--- src/rtl/sam_pkg.sv ---
// -----------------------------------------------------------------------------
// sam_pkg
// Shared definitions for the SAM video fetch path: the VDG display mode
// encoding (SAM V2..V0), the per-mode row geometry lookup, the page shift
// applied to the display offset, and the fetch FSM state type.
// -----------------------------------------------------------------------------
package sam_pkg;

   // The display offset F6..F0 counts 512-byte pages.
   localparam int PAGE_SHIFT = 9;

   typedef enum logic [2:0] {
      SAM_V_ALPHA = 3'b000,
      SAM_V_G1C   = 3'b001,
      SAM_V_G1R   = 3'b010,
      SAM_V_G2C   = 3'b011,
      SAM_V_G2R   = 3'b100,
      SAM_V_G3C   = 3'b101,
      SAM_V_G3R   = 3'b110,
      SAM_V_DMA   = 3'b111
   } sam_mode_e;

   typedef struct packed {
      logic [5:0] bytes_per_row;   // 16 or 32
      logic [3:0] line_repeat;     // scan lines per row of bytes, 1..12
   } sam_geom_t;

   typedef enum logic {
      FETCH_IDLE = 1'b0,
      FETCH_WAIT = 1'b1
   } fetch_state_e;

   // Row geometry per mode. SAM_V_DMA is linear and never rewinds a row, so
   // its entry only has to give a harmless value.
   function automatic sam_geom_t geom(input sam_mode_e m);
      sam_geom_t g;
      g.bytes_per_row = 6'd32;
      g.line_repeat   = 4'd1;
      case (m)
         SAM_V_ALPHA: begin g.bytes_per_row = 6'd32; g.line_repeat = 4'd12; end
         SAM_V_G1C:   begin g.bytes_per_row = 6'd16; g.line_repeat = 4'd3;  end
         SAM_V_G1R:   begin g.bytes_per_row = 6'd32; g.line_repeat = 4'd3;  end
         SAM_V_G2C:   begin g.bytes_per_row = 6'd16; g.line_repeat = 4'd2;  end
         SAM_V_G2R:   begin g.bytes_per_row = 6'd32; g.line_repeat = 4'd2;  end
         SAM_V_G3C:   begin g.bytes_per_row = 6'd16; g.line_repeat = 4'd1;  end
         SAM_V_G3R:   begin g.bytes_per_row = 6'd32; g.line_repeat = 4'd1;  end
         default:     begin g.bytes_per_row = 6'd32; g.line_repeat = 4'd1;  end
      endcase
      return g;
   endfunction

endpackage

--- src/rtl/sam_vid_addr_ctr.sv ---
// -----------------------------------------------------------------------------
// sam_vid_addr_ctr
// Video address counter. Tracks the current row base, the column within the
// row and the scan-line repeat count, driven by VDG field/horizontal sync
// falling edges and by accepted byte requests from the fetcher.
//
// Ports:
//   clk, reset_n   clock, asynchronous active-low reset
//   mode           SAM V2..V0 (sampled into mode_q on fs/hs falling edges)
//   disp_offset    SAM F6..F0, display base in 512-byte pages
//   hs_n, fs_n     VDG syncs, active low, synchronous to clk
//   advance        a request consumed the current address this cycle
//   addr           current video address, row_base + col
// -----------------------------------------------------------------------------
module sam_vid_addr_ctr
   import sam_pkg::*;
#(
   parameter int ADDR_W = 16
) (
   input  logic              clk,
   input  logic              reset_n,
   input  logic [2:0]        mode,
   input  logic [6:0]        disp_offset,
   input  logic              hs_n,
   input  logic              fs_n,
   input  logic              advance,
   output logic [ADDR_W-1:0] addr
);

   logic              prev_hs_q, prev_hs_d;
   logic              prev_fs_q, prev_fs_d;
   sam_mode_e         mode_q, mode_d;
   logic [ADDR_W-1:0] row_base_q, row_base_d;
   logic [ADDR_W-1:0] col_q, col_d;
   logic [3:0]        line_cnt_q, line_cnt_d;

   sam_geom_t         g;
   logic              fs_fall;
   logic              hs_fall;
   logic              linear;
   logic [ADDR_W-1:0] col_mask;
   logic [ADDR_W-1:0] col_inc;
   logic [ADDR_W-1:0] field_base;

   assign addr = row_base_q + col_q;

   always_comb begin
      // NOTE: every signal assigned here gets a default first, so no path
      // leaves one unassigned and no latch is inferred.
      prev_hs_d  = hs_n;
      prev_fs_d  = fs_n;
      mode_d     = mode_q;
      row_base_d = row_base_q;
      line_cnt_d = line_cnt_q;

      g          = geom(mode_q);
      fs_fall    = prev_fs_q & ~fs_n;
      hs_fall    = prev_hs_q & ~hs_n;
      linear     = (mode_q == SAM_V_DMA);
      col_mask   = ADDR_W'(g.bytes_per_row) - ADDR_W'(1);
      col_inc    = advance ? col_q + ADDR_W'(1) : col_q;
      field_base = ADDR_W'(disp_offset) << PAGE_SHIFT;

      // Outside linear mode the column wraps within the row.
      col_d = linear ? col_inc : (col_inc & col_mask);

      if (fs_fall) begin
         // Field start wins over a coincident line start.
         row_base_d = field_base;
         col_d      = '0;
         line_cnt_d = '0;
         mode_d     = sam_mode_e'(mode);
      end else if (hs_fall) begin
         mode_d = sam_mode_e'(mode);
         col_d  = '0;
         if (linear) begin
            // Fold the column into the base so addressing carries on where
            // the line left off, including a request taken this cycle.
            row_base_d = row_base_q + col_inc;
            line_cnt_d = '0;
         end else if (line_cnt_q == g.line_repeat - 4'd1) begin
            row_base_d = row_base_q + ADDR_W'(g.bytes_per_row);
            line_cnt_d = '0;
         end else begin
            line_cnt_d = line_cnt_q + 4'd1;
         end
      end
   end

   // Sync edge registers reset high so a sync held low through reset does
   // not register as a falling edge.
   always_ff @(posedge clk or negedge reset_n) begin
      if (!reset_n) begin
         prev_hs_q  <= 1'b1;
         prev_fs_q  <= 1'b1;
         mode_q     <= SAM_V_ALPHA;
         row_base_q <= '0;
         col_q      <= '0;
         line_cnt_q <= '0;
      end else begin
         // NOTE: non-blocking assignments keep every flop sampling the
         // pre-edge values, independent of statement order.
         prev_hs_q  <= prev_hs_d;
         prev_fs_q  <= prev_fs_d;
         mode_q     <= mode_d;
         row_base_q <= row_base_d;
         col_q      <= col_d;
         line_cnt_q <= line_cnt_d;
      end
   end

endmodule

--- src/rtl/sam_vid_fetch.sv ---
// -----------------------------------------------------------------------------
// sam_vid_fetch
// Video-side address generator and RAM fetcher for the CoCo2 core. Walks
// video RAM following the VDG syncs, fetches each requested byte from the RAM
// arbiter over a req/ack handshake, and delivers it to the VDG with a
// one-cycle valid strobe. One further request may wait in a pending slot
// while a fetch is in flight; a request beyond that is dropped and flagged.
//
// Ports:
//   clk, reset_n          clock, asynchronous active-low reset
//   mode, disp_offset     SAM V2..V0 and F6..F0 from the SAM registers
//   hs_n, fs_n            VDG syncs, active low
//   byte_req              VDG asks for the next display byte (1-cycle pulse)
//   mem_req, mem_addr     RAM read request, held with stable address to ack
//   mem_ack, mem_data     RAM read completion, data valid with the ack
//   vdata, vdata_valid    byte to the VDG, valid pulses when vdata updates
//   overrun               sticky: a request was dropped with the slot full
// -----------------------------------------------------------------------------
module sam_vid_fetch
   import sam_pkg::*;
#(
   parameter int ADDR_W     = 16,
   parameter int PEND_DEPTH = 1
) (
   input  logic              clk,
   input  logic              reset_n,
   input  logic [2:0]        mode,
   input  logic [6:0]        disp_offset,
   input  logic              hs_n,
   input  logic              fs_n,
   input  logic              byte_req,
   output logic              mem_req,
   output logic [ADDR_W-1:0] mem_addr,
   input  logic              mem_ack,
   input  logic [7:0]        mem_data,
   output logic [7:0]        vdata,
   output logic              vdata_valid,
   output logic              overrun
);

   // The pending slot is a single register; no other depth is built.
   if (PEND_DEPTH != 1) begin : g_bad_pend_depth
      $error("sam_vid_fetch supports PEND_DEPTH = 1 only");
   end

   fetch_state_e      state_q, state_d;
   logic              mem_req_q, mem_req_d;
   logic [ADDR_W-1:0] mem_addr_q, mem_addr_d;
   logic              pend_valid_q, pend_valid_d;
   logic [ADDR_W-1:0] pend_addr_q, pend_addr_d;
   logic [7:0]        vdata_q, vdata_d;
   logic              vdata_valid_q, vdata_valid_d;
   logic              overrun_q, overrun_d;

   logic              advance;
   logic [ADDR_W-1:0] cur_addr;

   sam_vid_addr_ctr #(
      .ADDR_W (ADDR_W)
   ) u_addr_ctr (
      .clk         (clk),
      .reset_n     (reset_n),
      .mode        (mode),
      .disp_offset (disp_offset),
      .hs_n        (hs_n),
      .fs_n        (fs_n),
      .advance     (advance),
      .addr        (cur_addr)
   );

   assign mem_req     = mem_req_q;
   assign mem_addr    = mem_addr_q;
   assign vdata       = vdata_q;
   assign vdata_valid = vdata_valid_q;
   assign overrun     = overrun_q;

   always_comb begin
      state_d       = state_q;
      mem_req_d     = mem_req_q;
      mem_addr_d    = mem_addr_q;
      pend_valid_d  = pend_valid_q;
      pend_addr_d   = pend_addr_q;
      vdata_d       = vdata_q;
      vdata_valid_d = 1'b0;
      overrun_d     = overrun_q;
      advance       = 1'b0;

      case (state_q)
         FETCH_IDLE: begin
            if (pend_valid_q) begin
               // Older buffered request goes first; a new request arriving
               // now takes the slot it frees.
               mem_addr_d   = pend_addr_q;
               mem_req_d    = 1'b1;
               state_d      = FETCH_WAIT;
               pend_valid_d = 1'b0;
               if (byte_req) begin
                  pend_addr_d  = cur_addr;
                  pend_valid_d = 1'b1;
                  advance      = 1'b1;
               end
            end else if (byte_req) begin
               mem_addr_d = cur_addr;
               mem_req_d  = 1'b1;
               state_d    = FETCH_WAIT;
               advance    = 1'b1;
            end
         end

         FETCH_WAIT: begin
            if (mem_ack) begin
               vdata_d       = mem_data;
               vdata_valid_d = 1'b1;
               mem_req_d     = 1'b0;
               state_d       = FETCH_IDLE;
            end
            if (byte_req) begin
               if (!pend_valid_q) begin
                  pend_addr_d  = cur_addr;
                  pend_valid_d = 1'b1;
                  advance      = 1'b1;
               end else begin
                  // Dropped: the column stays put so the VDG can re-ask.
                  overrun_d = 1'b1;
               end
            end
         end

         default: begin
            state_d   = FETCH_IDLE;
            mem_req_d = 1'b0;
         end
      endcase
   end

   always_ff @(posedge clk or negedge reset_n) begin
      if (!reset_n) begin
         state_q       <= FETCH_IDLE;
         mem_req_q     <= 1'b0;
         mem_addr_q    <= '0;
         pend_valid_q  <= 1'b0;
         pend_addr_q   <= '0;
         vdata_q       <= '0;
         vdata_valid_q <= 1'b0;
         overrun_q     <= 1'b0;
      end else begin
         state_q       <= state_d;
         mem_req_q     <= mem_req_d;
         mem_addr_q    <= mem_addr_d;
         pend_valid_q  <= pend_valid_d;
         pend_addr_q   <= pend_addr_d;
         vdata_q       <= vdata_d;
         vdata_valid_q <= vdata_valid_d;
         overrun_q     <= overrun_d;
      end
   end

endmodule

--- config.mk ---
export PLATFORM = sky130hd
export DESIGN_NAME = sam_vid_fetch
export DESIGN_NICKNAME = d
export VERILOG_FILES = /design/src/rtl/sam_pkg.sv /design/src/rtl/sam_vid_addr_ctr.sv /design/src/rtl/sam_vid_fetch.sv
export SDC_FILE = /design/constraint.sdc
export NUM_CORES = 1
export LEC_CHECK = 0
export ABC_CLOCK_PERIOD_IN_PS = 4100
export BUFFER_PORTS_ARGS = -buffer_cell sky130_fd_sc_hd__buf_2
export CORE_UTILIZATION = 55
export DETAILED_ROUTE_END_ITERATION = 8
export PLACE_DENSITY = 0.75
export SLEW_MARGIN = 20
export SYNTH_ARGS = -nofsm -noshare
export SYNTH_HDL_FRONTEND = slang
export SYNTH_SLANG_ARGS = --single-unit
--- constraint.sdc ---
create_clock -name clk -period 4.1 [get_ports clk]
set_input_delay 0.41 -clock clk [delete_from_list [all_inputs] [get_ports clk]]
set_output_delay 0.41 -clock clk [all_outputs]
set_load 0.05 [all_outputs]
* After elaboration in Yosys (flattened, before gate mapping)
Index checks and enable logic that the tools add are counted.
** Word-level totals
- Register bits after elaboration :: 86
- Logic and storage cells :: 86
- Output and inout port bits :: 27
** Cells by class
- Muxes and demuxes :: 36
- Add/subtract/negate cells :: 7
- Equal/unequal tests :: 13
- Bitwise logic cells :: 6
- Reductions and logical operators :: 10
** Operators by type and width (count)
- $mux W16 :: 13
- $pmux W10 S6 :: 1
- $add A16 B16 Y16 :: 2
- $pmux W16 S2 :: 1
- $add A16 B1 Y16 const B :: 1
- $add A16 B6 Y16 :: 1
- $and A16 B16 Y16 :: 1
- $mux W4 :: 4
- $mux W1 :: 11
- $ne A2 B2 Y1 const B :: 5
- $eq A3 B3 Y1 const B :: 3
- $pmux W1 S2 :: 4
- $reduce_and A2 Y1 :: 4
- $sub A6 B1 Y7 const B :: 1
- $eq A3 B2 Y1 const B :: 2
- $mux W3 :: 2
- $add A4 B1 Y4 const B :: 1
- $eq A4 B4 Y1 :: 1
- $reduce_and A4 Y1 :: 1
- $reduce_bool A2 Y1 :: 2
- $sub A4 B1 Y4 const B :: 1
- $eq A3 B1 Y1 const B :: 1
- $logic_not A3 Y1 :: 1
- $ne A3 B3 Y1 const B :: 1
- 4 further kinds :: 7

* Logic depth before layout (Yosys ltp)
- Depth in word-level cells :: 8
- Mapped depth :: 15
- Mapped depth without buffers :: 14

* Cells and area by module
Synthesis repeated with hierarchy kept, for this count alone.
** Unflattened totals
- Cell total of the unflattened synthesis :: 549
- Area total of the unflattened synthesis :: 5351.4 um^2
** By module, submodules not included
- sam_vid_addr_ctr :: seq. area each 1028.5 um^2, area an instance 3334.4 um^2, cells an instance 390, times used 1
- sam_vid_fetch :: seq. area each 1126.1 um^2, area an instance 2016.9 um^2, cells an instance 159, times used 1

* Worst setup path after synthesis
Ideal clock, no wire load.
- Path type :: register to register
- Start point :: reg state_q
- End point :: reg u_addr_ctr.row_base_q[15]
- Stages on the path, launching flop included :: 16
- Library setup time :: 0.087 ns
- Data required time :: 4.013 ns
- Path slack :: 0.998 ns
- Buffers on the path :: 2
- Data arrival time :: 3.015 ns
- Period minus slack after synthesis :: 3.102 ns
- Path through :: dfrtp_1 buf_2 a21boi_4 and4_1 nand3_1 xor2_1 nor2_1 ha_1 buf_6 a211oi_2 o21ai_0 a21o_1 a2111oi_4 o211ai_1 and2_1 o211ai_1
** On the way
- Word-level cells in the longest chain between the ends :: 7
** Ends and longest elaborated chain
- start: declaration :: line sam_vid_fetch.sv:46 : fetch_state_e state_q, state_d;
- start signal: assignment :: line sam_vid_fetch.sv:147 : state_q <= state_d;
- $not A1 Y1 (no line)
- $pmux W1 S2 (*) :: line sam_vid_fetch.sv:88 : case (state_q)
- $mux W16 (*) :: line sam_vid_addr_ctr.sv:61 : col_inc = advance ? col_q + ADDR_W'(1) : col_q;
- $add A16 B16 Y16 (*) :: line sam_vid_addr_ctr.sv:79 : row_base_d = row_base_q + col_inc;
- $mux W16 (*) :: line sam_vid_addr_ctr.sv:76 : if (linear) begin
- $mux W16 (*) :: line sam_vid_addr_ctr.sv:73 : end else if (hs_fall) begin
- $mux W16 (*) :: line sam_vid_addr_ctr.sv:67 : if (fs_fall) begin
- end signal: assignment :: line sam_vid_addr_ctr.sv:106 : row_base_q <= row_base_d;
- end: declaration :: line sam_vid_addr_ctr.sv:33 : logic [ADDR_W-1:0] row_base_q, row_base_d;
Every way passes the cells marked *; elsewhere a longest branch is shown, timed or not. The select of a mux whose other input is x is not followed.
A chain may end at the register's enable or synchronous reset.

* Worst setup path in the final report
- Start point :: reg state_q
- End point :: reg u_addr_ctr.row_base_q[10]
Same word-level chain as after synthesis.

==> results.tsv <==
metric	value	unit
Antenna diodes	0	
Num CTS Buffers	9	
Main synth FF type	sky130_fd_sc_hd__dfrtp_1	
Data arrival, critical path	3.65	ns
hold buffer count at cts	0	
maximum cell stage delay along the critical path	0.49	ns
kind of capture point of the worst setup path	flop	
nets	665	
detailed-routing iteration count for the pre-antenna-repair pass	4	
most common cell after layout, fill and taps aside	sky130_fd_sc_hd__dfrtp_1	
Cell Area, Synth	5300	µm²
flip-flop and latch count after synthesis	86	
per-cell via count in the routed design	5.59	
first-pass GRT wire length	18600	µm
number of antenna violations at the first check in global routing	0	
fmax	294	MHz
Die Y-Extent	100	µm
minimum hold slack	0.0933	ns
count of maximum capacitance violations	0	
clock edge transition at the registers on the reported setup and hold paths	0.09	ns
count of boundary I/O pins	51	
last weighted congestion value of the routability-driven placer	0.964	
syn avg cell area	9.47	µm²
vias after detailed routing	4132	
latest clock arrival within the worst-skew pair	0.36	ns
post-route clock skew	0.0105	ns
number of nets produced by synthesis	620	
proportion of power drawn by flip-flops and latches	40.4	%
global router's overall resource usage	23.4	%
maximum number of pins on one net before global-route repair	87	
number of pins with negative max-slew slack in the final report	0	
Core ar.	9280	µm²
number of I/O port buffers	50	
DIE WIDTH	100	µm
GR met2 Demand/Resource	38.4	%
total count of hold-check failures in the final report	0	
switching power of the nets	1280	µW
post-placement cell count	723	
maximum fanout encountered on the critical timing path	9	
status	completed	
share of total power consumed by net switching	42.7	%
internal power component	1710	µW
die footprint	10000	µm²
Routed WL per cell	14.7	µm
Worst path most repeated cell	sky130_fd_sc_hd__o21ai_1	
clock tree from TritonCTS	done	
cell-by-cell listing of the critical path	a21boi_4, xnor2_1, nor2_1, ha_1, fa_1, a211oi_2, o21ai_1, a221o_1, a21o_1, a211o_1, a31oi_1, o21ai_1	
final HPWL from detailed placement	7960	µm
min Tclk post-route	3.41	ns
Worst VDD drop	252	µV
busiest layer in global routing	met2	
critical path data required time	4.35	ns
number of antenna-violating nets in the routed design	0	
GRT Residual Overflow	0	
worst rel slew slack	43.3	%
combinational share of power	40.6	%
Critical Path Start Type	flop	
async set-reset flop share out of synthesis	100	%
pin slew with the least headroom to its limit	0.847	ns
via count of the first global-routing pass	4032	
number of standard-cell rows in the floorplan	35	
post-route clock period utilization	83.1	%
initial cell density of the core	57.1	%
most frequent cells in the layout	sky130_fd_sc_hd__dfrtp_1, sky130_fd_sc_hd__nand2_1, sky130_fd_sc_hd__nor2_1, sky130_fd_sc_hd__buf_2, sky130_fd_sc_hd__o21ai_0	
root buffer cell	sky130_fd_sc_hd__clkbuf_8	
Max clock buf depth	2	
unrepaired setup endpoints after global routing	no	
worst hold-check path type	input port to asynchronous set/reset pin	
met3 track utilization from global routing	2.86	%
share of layout cells above drive strength 1	16.7	%
count of flip-flops with a built-in enable after synthesis	0	
wirelength, routed	10800	µm
met1 usage	32.1	%
total number of H-tree levels	3	
Syn Inst Count	560	
post-CTS setup repair buffer count	0	
post-route non-filler standard cell count	739	
layout-stage area growth over the synthesis result	10.2	%
Distinct cells, synth	59	
final setup violating endpoints	0	
number of clock sinks	86	
Worst path slowest cell	sky130_fd_sc_hd__dfrtp_1	
fraction of power consumed by the clock network	19.0	%
critical path class	flop to flop	
Warnings, synthesis	0	
PD cells	512	nW/µm²
leakage	0.00282	µW
setup TNS	0	ns
cts repair resizes	0	
share of the yosys chip area belonging to registers	40.6	%
1st-iter DRT viols	229	
Remaining DRCs	0	
-- cell usage after synthesis, types with 13 or more instances --
library cell / count / area share (%)
sky130_fd_sc_hd__a21oi_1: 35 / 3.3
sky130_fd_sc_hd__dfrtp_1: 84 / 40
sky130_fd_sc_hd__ha_1: 34 / 8.0
sky130_fd_sc_hd__inv_1: 13 / 0.92
sky130_fd_sc_hd__mux2_2: 17 / 3.6
sky130_fd_sc_hd__mux2i_1: 14 / 2.6
sky130_fd_sc_hd__nand2_1: 63 / 4.5
sky130_fd_sc_hd__nor2_1: 61 / 4.3
sky130_fd_sc_hd__o21ai_0: 36 / 3.4
sky130_fd_sc_hd__xnor2_1: 20 / 3.3
sky130_fd_sc_hd__xor2_1: 23 / 3.8
-- area by class of cell --
cell class,instances,area (µm²)
clock buffers,10,138
clock inverters,6,43.8
fillers,819,3440
inverters,13,48.8
multi-input cells,441,3010
flip-flops and latches,86,2150
well taps,129,161
repair buffers,54,287
-- cells by family after synthesis --
logic type / share of synthesized area, %
AO/OA/AOI/OAI: 17.6
adder cells (fa/ha/maj): 8.78
flip-flops: 40.6
AND/OR/NAND/NOR: 17.1
XOR/XNOR: 7.10
buffers and inverters: 2.59
multiplexers: 6.25
-- sequential cells by signal (all words and copies together) (netlist names) --
name                   cells
mem_addr                  16
mem_req                    1
overrun                    1
pend_addr_q               16
pend_valid_q               1
state_q                    1
u_addr_ctr.col_q          16
u_addr_ctr.line_cnt_q      4
u_addr_ctr.mode_q          3
u_addr_ctr.prev_fs_q       1
u_addr_ctr.prev_hs_q       1
u_addr_ctr.row_base_q     16
vdata                      8
vdata_valid                1
-- power by group through the flow --
stage          Sequential [µW]  Combinational, µW  Clock [µW]
3_5_place_dp              1230               1210           0
5_1_grt                   1240               1340         612
4_1_cts                   1210               1220         586
2_1_floorplan             1460                694           0
3_3_place_gp              1220               1190           0
6_report                  1210               1210         570
-- path summary, 6_finish.rpt --
check | from | endpoint | slack [ns] | cells after the start
worst max-delay path | state_q | u_addr_ctr.row_base_q[10] | 0.69 | 12
worst min-delay path | reset_n | vdata_valid | 0.09 | 1
worst max register to register | state_q | u_addr_ctr.row_base_q[10] | 0.69 | 12
worst min register to register | mem_addr[0] | mem_addr[0] | 0.48 | 2
max in group asynchronous | reset_n | pend_addr_q[5] | 3.50 | 1
min in group clk | fs_n | u_addr_ctr.prev_fs_q | 0.15 | 1
-- metal layers --
metal / vias to the layer above / part of all wire [%]
li1: 2084 / -
met1: 1969 / 48
met2: 67 / 48
met3: 12 / 3.3
met4: 0 / 1.2
met5: - / 0
-- metrics by stage --
| step | worst slack (ns) | total power, µW | area (µm²) | util, % |
|---|---|---|---|---|
| after global routing | 0.425 | 3190 | 5840 | 63.0 |
| final | 0.694 | 2990 | 5840 | 63.0 |
| after CTS | 0.687 | 3020 | 5840 | 62.9 |
| after global placement | 0.727 | 2400 | 5660 | 61.0 |
| after floorplan | 0.998 | 2150 | 5300 | - |
| after detailed placement | 0.636 | 2440 | 5660 | 61.0 |
-- worst max-delay path: cells and delay by family (launching register included) --
kind                     cells  cell delay [ns]
adder cells (fa/ha/maj)      2             0.65
XOR/XNOR                     1             0.19
AND/OR/NAND/NOR              1             0.07
flip-flops                   1             0.49
AO/OA/AOI/OAI                8             1.88
Note: power is estimated with default switching activity, not from simulation.
